### src/rtl/seg_scan_display_if.sv
// Display bus for seg_scan_display: sample request/mode inputs and
// multiplexed digit, segment, LED and status outputs.
interface seg_scan_display_if #(
   parameter int DATA_W = 8,
   parameter int DIGITS = 4,
   parameter int LED_W  = 8
);
   logic [DATA_W-1:0] value;
   logic              load;
   logic              hex_mode;
   logic              add;
   logic              sub;
   logic [DIGITS-1:0] dig;
   logic [6:0]        seg;
   logic [LED_W-1:0]  led;
   logic              busy;
   logic              ovf;

   modport master (
      output value, load, hex_mode, add, sub,
      input  dig, seg, led, busy, ovf
   );

   modport slave (
      input  value, load, hex_mode, add, sub,
      output dig, seg, led, busy, ovf
   );
endinterface

### src/rtl/seg_scan_display.sv
// Samples a value, converts it to hex or signed/unsigned decimal with a serial
// double-dabble engine and scans it onto an active-low 7-segment bus.
// Optional macro SEG_LZB_EN: leading-zero blanking with a floating minus sign.
module seg_scan_display #(
   parameter int DATA_W   = 8,
   parameter int DIGITS   = 4,
   parameter int SCAN_DIV = 50000,
   parameter int LED_W    = 8
) (
   input logic               CLK,
   input logic               RST,
   seg_scan_display_if.slave bus
);
   localparam int BCD_N = (DATA_W + 2) / 3;
   localparam int PAD_W = 4 * BCD_N;
   localparam int MAX_N = (BCD_N > DIGITS) ? BCD_N : DIGITS;
   localparam int CNT_W = $clog2(DATA_W + 1);
   localparam int PRE_W = (SCAN_DIV > 1) ? $clog2(SCAN_DIV) : 1;
   localparam int IDX_W = (DIGITS > 1) ? $clog2(DIGITS) : 1;

   localparam logic [6:0] GLY_0     = 7'b1000000;
   localparam logic [6:0] GLY_E     = 7'b0000110;
   localparam logic [6:0] GLY_MINUS = 7'b0111111;
   localparam logic [6:0] GLY_BLANK = 7'b1111111;

   typedef enum logic [1:0] {IDLE, HEX, DEC, FIX} state_t;

   function automatic logic [6:0] glyph(input logic [3:0] d);
      case (d)
         4'h0: glyph = 7'b1000000;
         4'h1: glyph = 7'b1111001;
         4'h2: glyph = 7'b0100100;
         4'h3: glyph = 7'b0110000;
         4'h4: glyph = 7'b0011001;
         4'h5: glyph = 7'b0010010;
         4'h6: glyph = 7'b0000010;
         4'h7: glyph = 7'b1111000;
         4'h8: glyph = 7'b0000000;
         4'h9: glyph = 7'b0010000;
         4'hA: glyph = 7'b0001000;
         4'hB: glyph = 7'b0000011;
         4'hC: glyph = 7'b1000110;
         4'hD: glyph = 7'b0100001;
         4'hE: glyph = 7'b0000110;
         4'hF: glyph = 7'b0001110;
         default: glyph = 7'b1111111;
      endcase
   endfunction

   state_t                  state_r, state_nxt_s;
   logic                    accept_s, shift_s, commit_s;
   logic [CNT_W-1:0]        cnt_r;
   logic [DATA_W-1:0]       val_r, bin_r, mag_s, bin_nxt_s;
   logic                    hex_r, sgn_r, neg_s, ovf_s;
   logic [PAD_W-1:0]        bcd_r, adj_s, bcd_nxt_s, src_s;
   logic [4*MAX_N-1:0]      src_w_s;
   logic [DIGITS-1:0][6:0]  disp_r, nxt_disp_s;
   logic [DIGITS-1:0]       one_hot_s;
   logic [PRE_W-1:0]        pre_r;
   logic [IDX_W-1:0]        idx_r;
   int                      lim_s, msd_s;

   // FSM state register
   always_ff @(posedge CLK) begin
      if (RST) state_r <= IDLE;
      else     state_r <= state_nxt_s;
   end

   // FSM next state and control strobes
   always_comb begin
      state_nxt_s = state_r;
      accept_s    = 1'b0;
      shift_s     = 1'b0;
      commit_s    = 1'b0;
      case (state_r)
         IDLE: begin
            if (bus.load) begin
               accept_s    = 1'b1;
               state_nxt_s = bus.hex_mode ? HEX : DEC;
            end else begin
               state_nxt_s = IDLE;
            end
         end
         HEX: begin
            commit_s    = 1'b1;
            state_nxt_s = IDLE;
         end
         DEC: begin
            shift_s = 1'b1;
            if (cnt_r == CNT_W'(DATA_W - 1)) state_nxt_s = FIX;
            else                             state_nxt_s = DEC;
         end
         FIX: begin
            commit_s    = 1'b1;
            state_nxt_s = IDLE;
         end
         default: state_nxt_s = IDLE;
      endcase
   end

   // Magnitude at accept and one double-dabble step
   always_comb begin
      if (bus.sub && !bus.add && bus.value[DATA_W-1]) mag_s = (~bus.value) + DATA_W'(1);
      else                                            mag_s = bus.value;
      adj_s = bcd_r;
      for (int k = 0; k < BCD_N; k++) begin
         if (bcd_r[4*k +: 4] >= 4'd5) adj_s[4*k +: 4] = bcd_r[4*k +: 4] + 4'd3;
         else                         adj_s[4*k +: 4] = bcd_r[4*k +: 4];
      end
      bcd_nxt_s = {adj_s[PAD_W-2:0], bin_r[DATA_W-1]};
      bin_nxt_s = bin_r << 1;
   end

   // Digit source, overflow detection and glyph placement for the commit
   always_comb begin
      src_s   = hex_r ? PAD_W'(val_r) : bcd_r;
      src_w_s = (4*MAX_N)'(src_s);
      neg_s   = !hex_r && sgn_r && val_r[DATA_W-1];
      lim_s   = neg_s ? DIGITS - 1 : DIGITS;
      ovf_s   = 1'b0;
      msd_s   = 0;
      for (int k = 0; k < BCD_N; k++) begin
         if (src_s[4*k +: 4] != 4'd0) begin
            msd_s = k;
            if (k >= lim_s) ovf_s = 1'b1;
            else            ovf_s = ovf_s;
         end else begin
            msd_s = msd_s;
         end
      end
      for (int i = 0; i < DIGITS; i++) begin
`ifdef SEG_LZB_EN
         if (i <= msd_s)                    nxt_disp_s[i] = glyph(src_w_s[4*i +: 4]);
         else if (neg_s && i == msd_s + 1)  nxt_disp_s[i] = GLY_MINUS;
         else                               nxt_disp_s[i] = GLY_BLANK;
`else
         if (neg_s && i == DIGITS - 1) nxt_disp_s[i] = GLY_MINUS;
         else                          nxt_disp_s[i] = glyph(src_w_s[4*i +: 4]);
`endif
         if (ovf_s) nxt_disp_s[i] = GLY_E;
         else       nxt_disp_s[i] = nxt_disp_s[i];
      end
   end

   // Sample, conversion datapath and atomic display update
   always_ff @(posedge CLK) begin
      if (RST) begin
         cnt_r    <= '0;
         val_r    <= '0;
         hex_r    <= 1'b0;
         sgn_r    <= 1'b0;
         bin_r    <= '0;
         bcd_r    <= '0;
         disp_r   <= {DIGITS{GLY_0}};
         bus.led  <= '0;
         bus.busy <= 1'b0;
         bus.ovf  <= 1'b0;
      end else begin
         bus.busy <= (state_nxt_s != IDLE);
         if (accept_s) begin
            val_r   <= bus.value;
            hex_r   <= bus.hex_mode;
            sgn_r   <= bus.sub && !bus.add;
            bin_r   <= mag_s;
            bcd_r   <= '0;
            cnt_r   <= '0;
            bus.led <= LED_W'(bus.value);
         end else if (shift_s) begin
            bin_r <= bin_nxt_s;
            bcd_r <= bcd_nxt_s;
            cnt_r <= cnt_r + CNT_W'(1);
         end else if (commit_s) begin
            disp_r  <= nxt_disp_s;
            bus.ovf <= ovf_s;
         end
      end
   end

   // Active-low enable for the current scan slot
   always_comb begin
      one_hot_s = '0;
      for (int i = 0; i < DIGITS; i++) one_hot_s[i] = (idx_r == IDX_W'(i));
   end

   // Prescaler, scan index and registered digit/segment pair
   always_ff @(posedge CLK) begin
      if (RST) begin
         pre_r   <= '0;
         idx_r   <= '0;
         bus.dig <= '1;
         bus.seg <= GLY_BLANK;
      end else begin
         if (pre_r == PRE_W'(SCAN_DIV - 1)) begin
            pre_r <= '0;
            idx_r <= (idx_r == IDX_W'(DIGITS - 1)) ? '0 : idx_r + IDX_W'(1);
         end else begin
            pre_r <= pre_r + PRE_W'(1);
         end
         bus.dig <= ~one_hot_s;
         bus.seg <= disp_r[idx_r];
      end
   end
endmodule

### src/flat_wrapper.sv
// flat-port wrapper written by rule: the top's interface ports become plain ports
module seg_scan_display_flat 
#(
   parameter int DATA_W   = 8,
   parameter int DIGITS   = 4,
   parameter int SCAN_DIV = 50000,
   parameter int LED_W    = 8
)
  (CLK, RST, bus_value, bus_load, bus_hex_mode, bus_add, bus_sub, bus_dig, bus_seg, bus_led, bus_busy, bus_ovf);
  seg_scan_display_if #(.DATA_W(DATA_W), .DIGITS(DIGITS), .LED_W(LED_W)) bus_i ();
  input logic CLK;
  input logic RST;
  input wire logic [$bits(bus_i.value)-1:0] bus_value;
  input wire logic [$bits(bus_i.load)-1:0] bus_load;
  input wire logic [$bits(bus_i.hex_mode)-1:0] bus_hex_mode;
  input wire logic [$bits(bus_i.add)-1:0] bus_add;
  input wire logic [$bits(bus_i.sub)-1:0] bus_sub;
  output wire logic [$bits(bus_i.dig)-1:0] bus_dig;
  output wire logic [$bits(bus_i.seg)-1:0] bus_seg;
  output wire logic [$bits(bus_i.led)-1:0] bus_led;
  output wire logic [$bits(bus_i.busy)-1:0] bus_busy;
  output wire logic [$bits(bus_i.ovf)-1:0] bus_ovf;
  assign bus_i.value = bus_value;
  assign bus_i.load = bus_load;
  assign bus_i.hex_mode = bus_hex_mode;
  assign bus_i.add = bus_add;
  assign bus_i.sub = bus_sub;
  assign bus_dig = bus_i.dig;
  assign bus_seg = bus_i.seg;
  assign bus_led = bus_i.led;
  assign bus_busy = bus_i.busy;
  assign bus_ovf = bus_i.ovf;
  seg_scan_display #(.DATA_W(DATA_W), .DIGITS(DIGITS), .SCAN_DIV(SCAN_DIV), .LED_W(LED_W)) u_core (.CLK(CLK), .RST(RST), .bus(bus_i));
endmodule
### config.mk
export PLATFORM = sky130hd
export DESIGN_NAME = seg_scan_display_flat
export DESIGN_NICKNAME = d
export VERILOG_FILES = /design/src/rtl/seg_scan_display_if.sv /design/src/rtl/seg_scan_display.sv /design/src/flat_wrapper.sv
export SDC_FILE = /design/constraint.sdc
export NUM_CORES = 1
export LEC_CHECK = 0
export CORE_ASPECT_RATIO = 1.4
export CORE_MARGIN = 8
export CORE_UTILIZATION = 59
export DETAILED_ROUTE_END_ITERATION = 16
export GPL_TIMING_DRIVEN = 0
export PLACE_DENSITY = 0.83
export SLEW_MARGIN = 20
export SYNTH_ARGS = -nofsm -noshare
export SYNTH_HDL_FRONTEND = slang
export SYNTH_SLANG_ARGS = --single-unit
### constraint.sdc
create_clock -name CLK -period 2.51 [get_ports CLK]
set_input_delay 0.251 -clock CLK [delete_from_list [all_inputs] [get_ports CLK]]
set_output_delay 0.251 -clock CLK [all_outputs]
set_load 0.005 [all_outputs]
# After elaboration in Yosys (flattened, before gate mapping)
# Memories as Yosys holds them, arrays and structs flattened. A register that Yosys moved wholly into a read port is not among the register bits.
# Index checks and enable logic that the tools add are counted.
dict set report classes {
  n_eq_ne 8
  reduce_logical 17
  magnitude_cmp 7
  n_bitwise 4
  addsub 7
  mux 27
}
# cell count
set op_table {}
lappend op_table {{$ge 1x32->1 const A} 1}
lappend op_table {{$ge 2x32->1 const A} 1}
lappend op_table {{$ge 3x32->1 const A} 1}
lappend op_table {{$mux 8} 3}
lappend op_table {{$mux 7} 3}
lappend op_table {{$add 16x1->16 const B} 1}
lappend op_table {{$eq 16x16->1 const B} 1}
lappend op_table {{$bmux 7 s2} 1}
lappend op_table {{$ge 4x3->1 const B} 3}
lappend op_table {{$mux 12} 1}
lappend op_table {{$reduce_bool 4->1} 3}
lappend op_table {{$mux 1} 11}
lappend op_table {{$add 4x2->4 const B} 2}
lappend op_table {{$add 8x1->8 const B} 1}
lappend op_table {{$eq 2x2->1 const B} 4}
lappend op_table {{$mux 4} 2}
lappend op_table {{$not 8->8} 1}
lappend op_table {{$mux 2} 3}
lappend op_table {{$mux 3} 2}
lappend op_table {{$pmux 2 s3} 1}
lappend op_table {{$reduce_or 2->1} 3}
lappend op_table {{$add 4x1->4 const B} 1}
lappend op_table {{$eq 2x1->1 const B} 2}
lappend op_table {{$eq 4x3->1 const B} 1}
lappend op_table {{other kinds (10)} 17}
dict set report totals {
  romBits 336
  wordCells 87
  output_inout_bits 21
  regBits 74
  inputBits 14
  n_memories 3
}
# name depth width rd rd_clocked_by_memory_dff write_ports line_no
set mem_list {}
lappend mem_list {{(name not given)} 16 7 1 1 0 seg_scan_display.sv:29} ;# case (d)
lappend mem_list {{(name not given)} 16 7 1 1 0 seg_scan_display.sv:29}
lappend mem_list {{(name not given)} 16 7 1 1 0 seg_scan_display.sv:29}

# Logic depth before layout (Yosys ltp)
# Gate-level depths: netlist (run 1).
dict set report depth {
  depth_word 12
  mapped_depth 10
  depth_no_buf 8
}

# Worst setup path after synthesis (run 1)
# OpenSTA, ideal clock, no wires.
dict set report synth_path {
  path_type {register to register}
  from {register u_core.hex_r}
  to {register u_core.disp_r[20] in the netlist's numbering}
  period_less_slack_ns 2.208
  path_buffers 3
  path_slack_ns 0.302
  path_stages_with_launch 11
  arrival_time_ns 2.084
  t_required_ns 2.387
  setup_ns 0.123
  cell_sequence {dfxtp_1 -> buf_6 -> buf_6 -> buf_2 -> nor2_1 -> inv_1 -> ha_1 -> mux2_2 -> a221oi_1 -> a21oi_1 -> or2_2}
}
dict set report synth_between {
  elab_chain_cells 1
}
# item line_no
set synth_lines {}
lappend synth_lines {{start: declaration} seg_scan_display.sv:54} ;# logic hex_r, sgn_r, neg_s, ovf_s;
lappend synth_lines {{start signal: assignment} seg_scan_display.sv:162} ;# hex_r <= bus.hex_mode;
lappend synth_lines {{$mux 12} seg_scan_display.sv:116} ;# src_s = hex_r ? PAD_W'(val_r) : bcd_r;
lappend synth_lines {{end: declaration} seg_scan_display.sv:57} ;# logic [DIGITS-1:0][6:0] disp_r, nxt_disp_s;
# No other way between the ends.
# A chain may end at the register's enable or synchronous reset.

# Final worst setup path (run 1)
dict set report layout_path {
  from {register u_core.hex_r}
  to {register u_core.disp_r[7] in the netlist's numbering}
}
# Same word-level chain as after synthesis.

==> summary.md, run 1 <==
| Metric | Value |
|---|---|
| WS Path Type | flop to flop |
| CP Max Fanout | 10 |
| Yosys warns | 0 |
| Crit end category | flop |
| IO Port Bufs | 32 |
| Top cells by area, synth | dfxtp_1, ha_1, nor2_1 |
| Final Max Tran Viols | 0 |
| Die W | between 90 and 100 um |
| Final Hold Fails | 0 |
| WP data required | 2.71 ns |
| FILL cells | between 600 and 700 |
| Post-Syn Area | just under 5000 sq um |
| Yosys top cell area share | 36.43% |
| PwrDens | between 500 and 600 nW/um^2 |
| Die Span Y | approximately 120 um |
| Core Util, Final | a little over two thirds |
| Core Region | 8100 sq um |
| Overall routed net length | 11890 um |
| Die area | around 12000 sq um |
| # IOs | 35 |
| Hpwl dp | 8796 um |
| Register area | around 1800 sq um |
| Final worst path period need | 2.333 ns |
| RePlAce Congestion | 0.8979 |
| Clock Root Buffer | clkbuf_16 |
| Max Fclk | 428.6 MHz |
| Max capacitance violation total | 0 |
| Multi-input logic area | between 2000 and 3000 sq um |
| Slew @ Worst Pin | 0.6223 ns |
| Most numerous cell on the critical path | buf_6 |
| Num CTS Buffers | 9 |
| N_diodes | 0 |
| Initial antenna violation count | 0 |
| Most common cell after layout, fill and taps aside | dfxtp_1 |
| RSZ-0062 raised after global routing | no |
| Area after DPL | 5339 sq um |
| TritonCTS clock tree | built |
| Fin Setup TNS | 0 ns |
| Status | finished clean |
| Async set or reset register ratio after synthesis | 0% |
| # hold bufs at CTS | 0 |
| Largest net degree at the start of global routing | 15 |
| Gr usage total | 20.72% |
| Initial drt markers | 293 |
| Post-route cell area | around 5700 sq um |
| Mapped Cells | 559 |
| Gr ovfl total | 0 |
| Layout Nets | 648 |
| Synthesis-to-layout area growth | 15.78% |
| Global-route wire length before repair | about 19000 um |
| Critical Path AT | 2.54 ns |
| Crit start category | flop |
| Vias per inst | 5.963 |
| DR vias | between 4000 and 5000 |
| Ys flop type | dfxtp_1 |
| Post-synth EDFFs | 0 |
| Vias in the first global route | 4169 |
| Syn avg cell area | 8.749 sq um |
| Row cnt | 39 |
| Total power | 3.174 mW |
| Final setup violating endpoints | 0 |
| Reg clk slew, reported paths | 0.06 ns |
| Most frequent cells in the layout | dfxtp_1, nor2_1, nand2_1 |
| Drt first pass iters | 5 |
| Fin crit share | 92.96% |
| Clock skew | about 0.0056 ns |
| Unique masters post-synth | 59 |
| Crit-path slowest cell | or4_1 |
| Pleak | 2.086 nW |
| Maximum clock insertion buffer count | 2 |
| Clock sink count | between 80 and 90 |
| Syn nets | between 600 and 700 |
| #FFs+latches synth | 89 |
| Seq/Total Area, Yosys | a little over a third |
| Share of layout cells above drive strength 1 | 12.36% |
| Crit-path cells | buf_6, buf_6, mux2i_4, inv_1, ha_1, or4_1, o311a_1, o211ai_1, a21oi_1 |
| Wire per inst | about 17 um |
| Initial core utilization | 60.38% |
| VDD IR max | ~540 uV |
| Residual DRC | 0 |
| Worst min-delay path category | flop to flop |
| Post-DRT Antenna Nets | 0 |
| Slew Limit Headroom | 58.51% |
| H-Tree Depth | 3 |
| Slowest stage delay, CP | between 0.4 and 0.5 ns |
| Clk_lat worst skew | between 0.3 and 0.4 ns |
| Cell taking the most area after synthesis | dfxtp_1 |
kinds of logic after synthesis:
group | Yosys count | synth area share (%)
other cells | 1 | 0.07667
xor+xnor | 26 | 4.656
flops | 89 | 36.43
buf+inv | 61 | 5.832
compound gates | 102 | 14.07
mux | 31 | 9.542
fa+ha+maj | 32 | 8.186
simple gates | 217 | 21.21
sequential cells by signal (all words and copies together) (netlist names):
| signal | cells |
|---|---|
| u_core.disp_r | 23 |
| u_core.pre_r | 16 |
| u_core.bcd_r | 12 |
| u_core.bin_r | 8 |
| u_core.bus.led | 8 |
| u_core.bus.seg | 7 |
| u_core.bus.dig | 4 |
| u_core.cnt_r | 4 |
| u_core.idx_r | 2 |
| u_core.state_r | 2 |
| u_core.bus.busy | 1 |
| u_core.hex_r | 1 |
| u_core.sgn_r | 1 |
cell type report:
type	count	area share (%)
Buffer	34	3.248
Clock buffer	12	4.353
Clock inverter	4	0.9059
Inverter	27	1.790
Multi-Input combinational cell	409	50.33
Sequential cell	89	31.46
Tap cell	102	2.254
Timing Repair Buffer	32	5.656
power by group:
group / switching [mW] / total (mW) / internal, mW
sequential: 0.0367 / 1.50 / 1.46
clock: 0.556 / 1.36 / 0.801
combinational: 0.173 / 0.318 / 0.145
total: 0.766 / 3.17 / 2.41
critical path, delay by kind of cell, from the launching register on:
family / cells / cell delay [ns]
buffers and inverters: 3 / 0.46
muxes: 1 / 0.33
adders and majority gates: 1 / 0.27
and+or+nand+nor: 1 / 0.43
AOI/OAI and AO/OA: 3 / 0.35
DFF: 1 / 0.36
cells in the mapped netlist, drive strengths merged (2+ instances only):
cell / number
a31o: 2
nor2: 67
nand2b: 17
ha: 32
nand2: 53
mux4: 8
a31oi: 9
or3: 8
xnor2: 20
xor2: 6
buf: 19
o31ai: 3
and3: 3
mux2: 14
clkbuf: 15
or2: 9
nand3: 18
nor4: 4
o211ai: 2
o2111ai: 4
a211oi: 5
o22ai: 5
dfxtp: 89
a21oi: 40
mux2i: 9
a311oi: 6
nand4: 9
o21ai: 12
inv: 27
nor2b: 7
a221oi: 2
a2111oi: 4
nor3: 14
routing by layer:
metal | routed length, um | vias to the layer above | share of wire (%) | global-route usage [%]
met1 | 4523 | 1997 | 38 | 21.03
met2 | 6368 | 162 | 54 | 39.18
met3 | 630 | 34 | 5.3 | 4.162
li1 | - | 2035 | - | -
met4 | 369 | 0 | 3.1 | 10.52
met5 | 0 | - | 0 | 0
path summary, 6_finish.rpt:
path | startpoint | to | slack [ns] | depth (start not counted)
min reg2reg | u_core.bin_r[7] | u_core.bcd_r[0] | 0.47 | 2
max reg2reg | u_core.hex_r | u_core.disp_r[7] | 0.18 | 9
min | u_core.bin_r[7] | u_core.bcd_r[0] | 0.47 | 2
max | u_core.hex_r | u_core.disp_r[7] | 0.18 | 9
per-stage QoR:
step	cells	setup WS [ns]	hold WS (ns)
after floorplan	559	0.3022	0.3506
after global placement	693	-0.006833	0.4484
after detailed placement	693	-0.005324	0.4613
after CTS	709	0.08397	0.4721
after global routing	709	0.05707	0.4984
final	709	0.1767	0.4724
what timing repair did:
action / in CTS / in global routing
setup endpoints to repair: 2 / 2
gates cloned: 0 / 0
resized for setup: 2 / 3
setup buffers: 0 / 0
No activity file was read; power rests on OpenSTA's default activity.
==> run 2, diff against run 1 <==
--- a/config.mk
+++ b/config.mk
@@ -11,7 +11,6 @@
 export DETAILED_ROUTE_END_ITERATION = 16
 export GPL_TIMING_DRIVEN = 0
 export PLACE_DENSITY = 0.83
-export SLEW_MARGIN = 20
 export SYNTH_ARGS = -nofsm -noshare
 export SYNTH_HDL_FRONTEND = slang
 export SYNTH_SLANG_ARGS = --single-unit
==> results of run 2 <==
Final layout, timing and power as in run 1 (identical DEF).
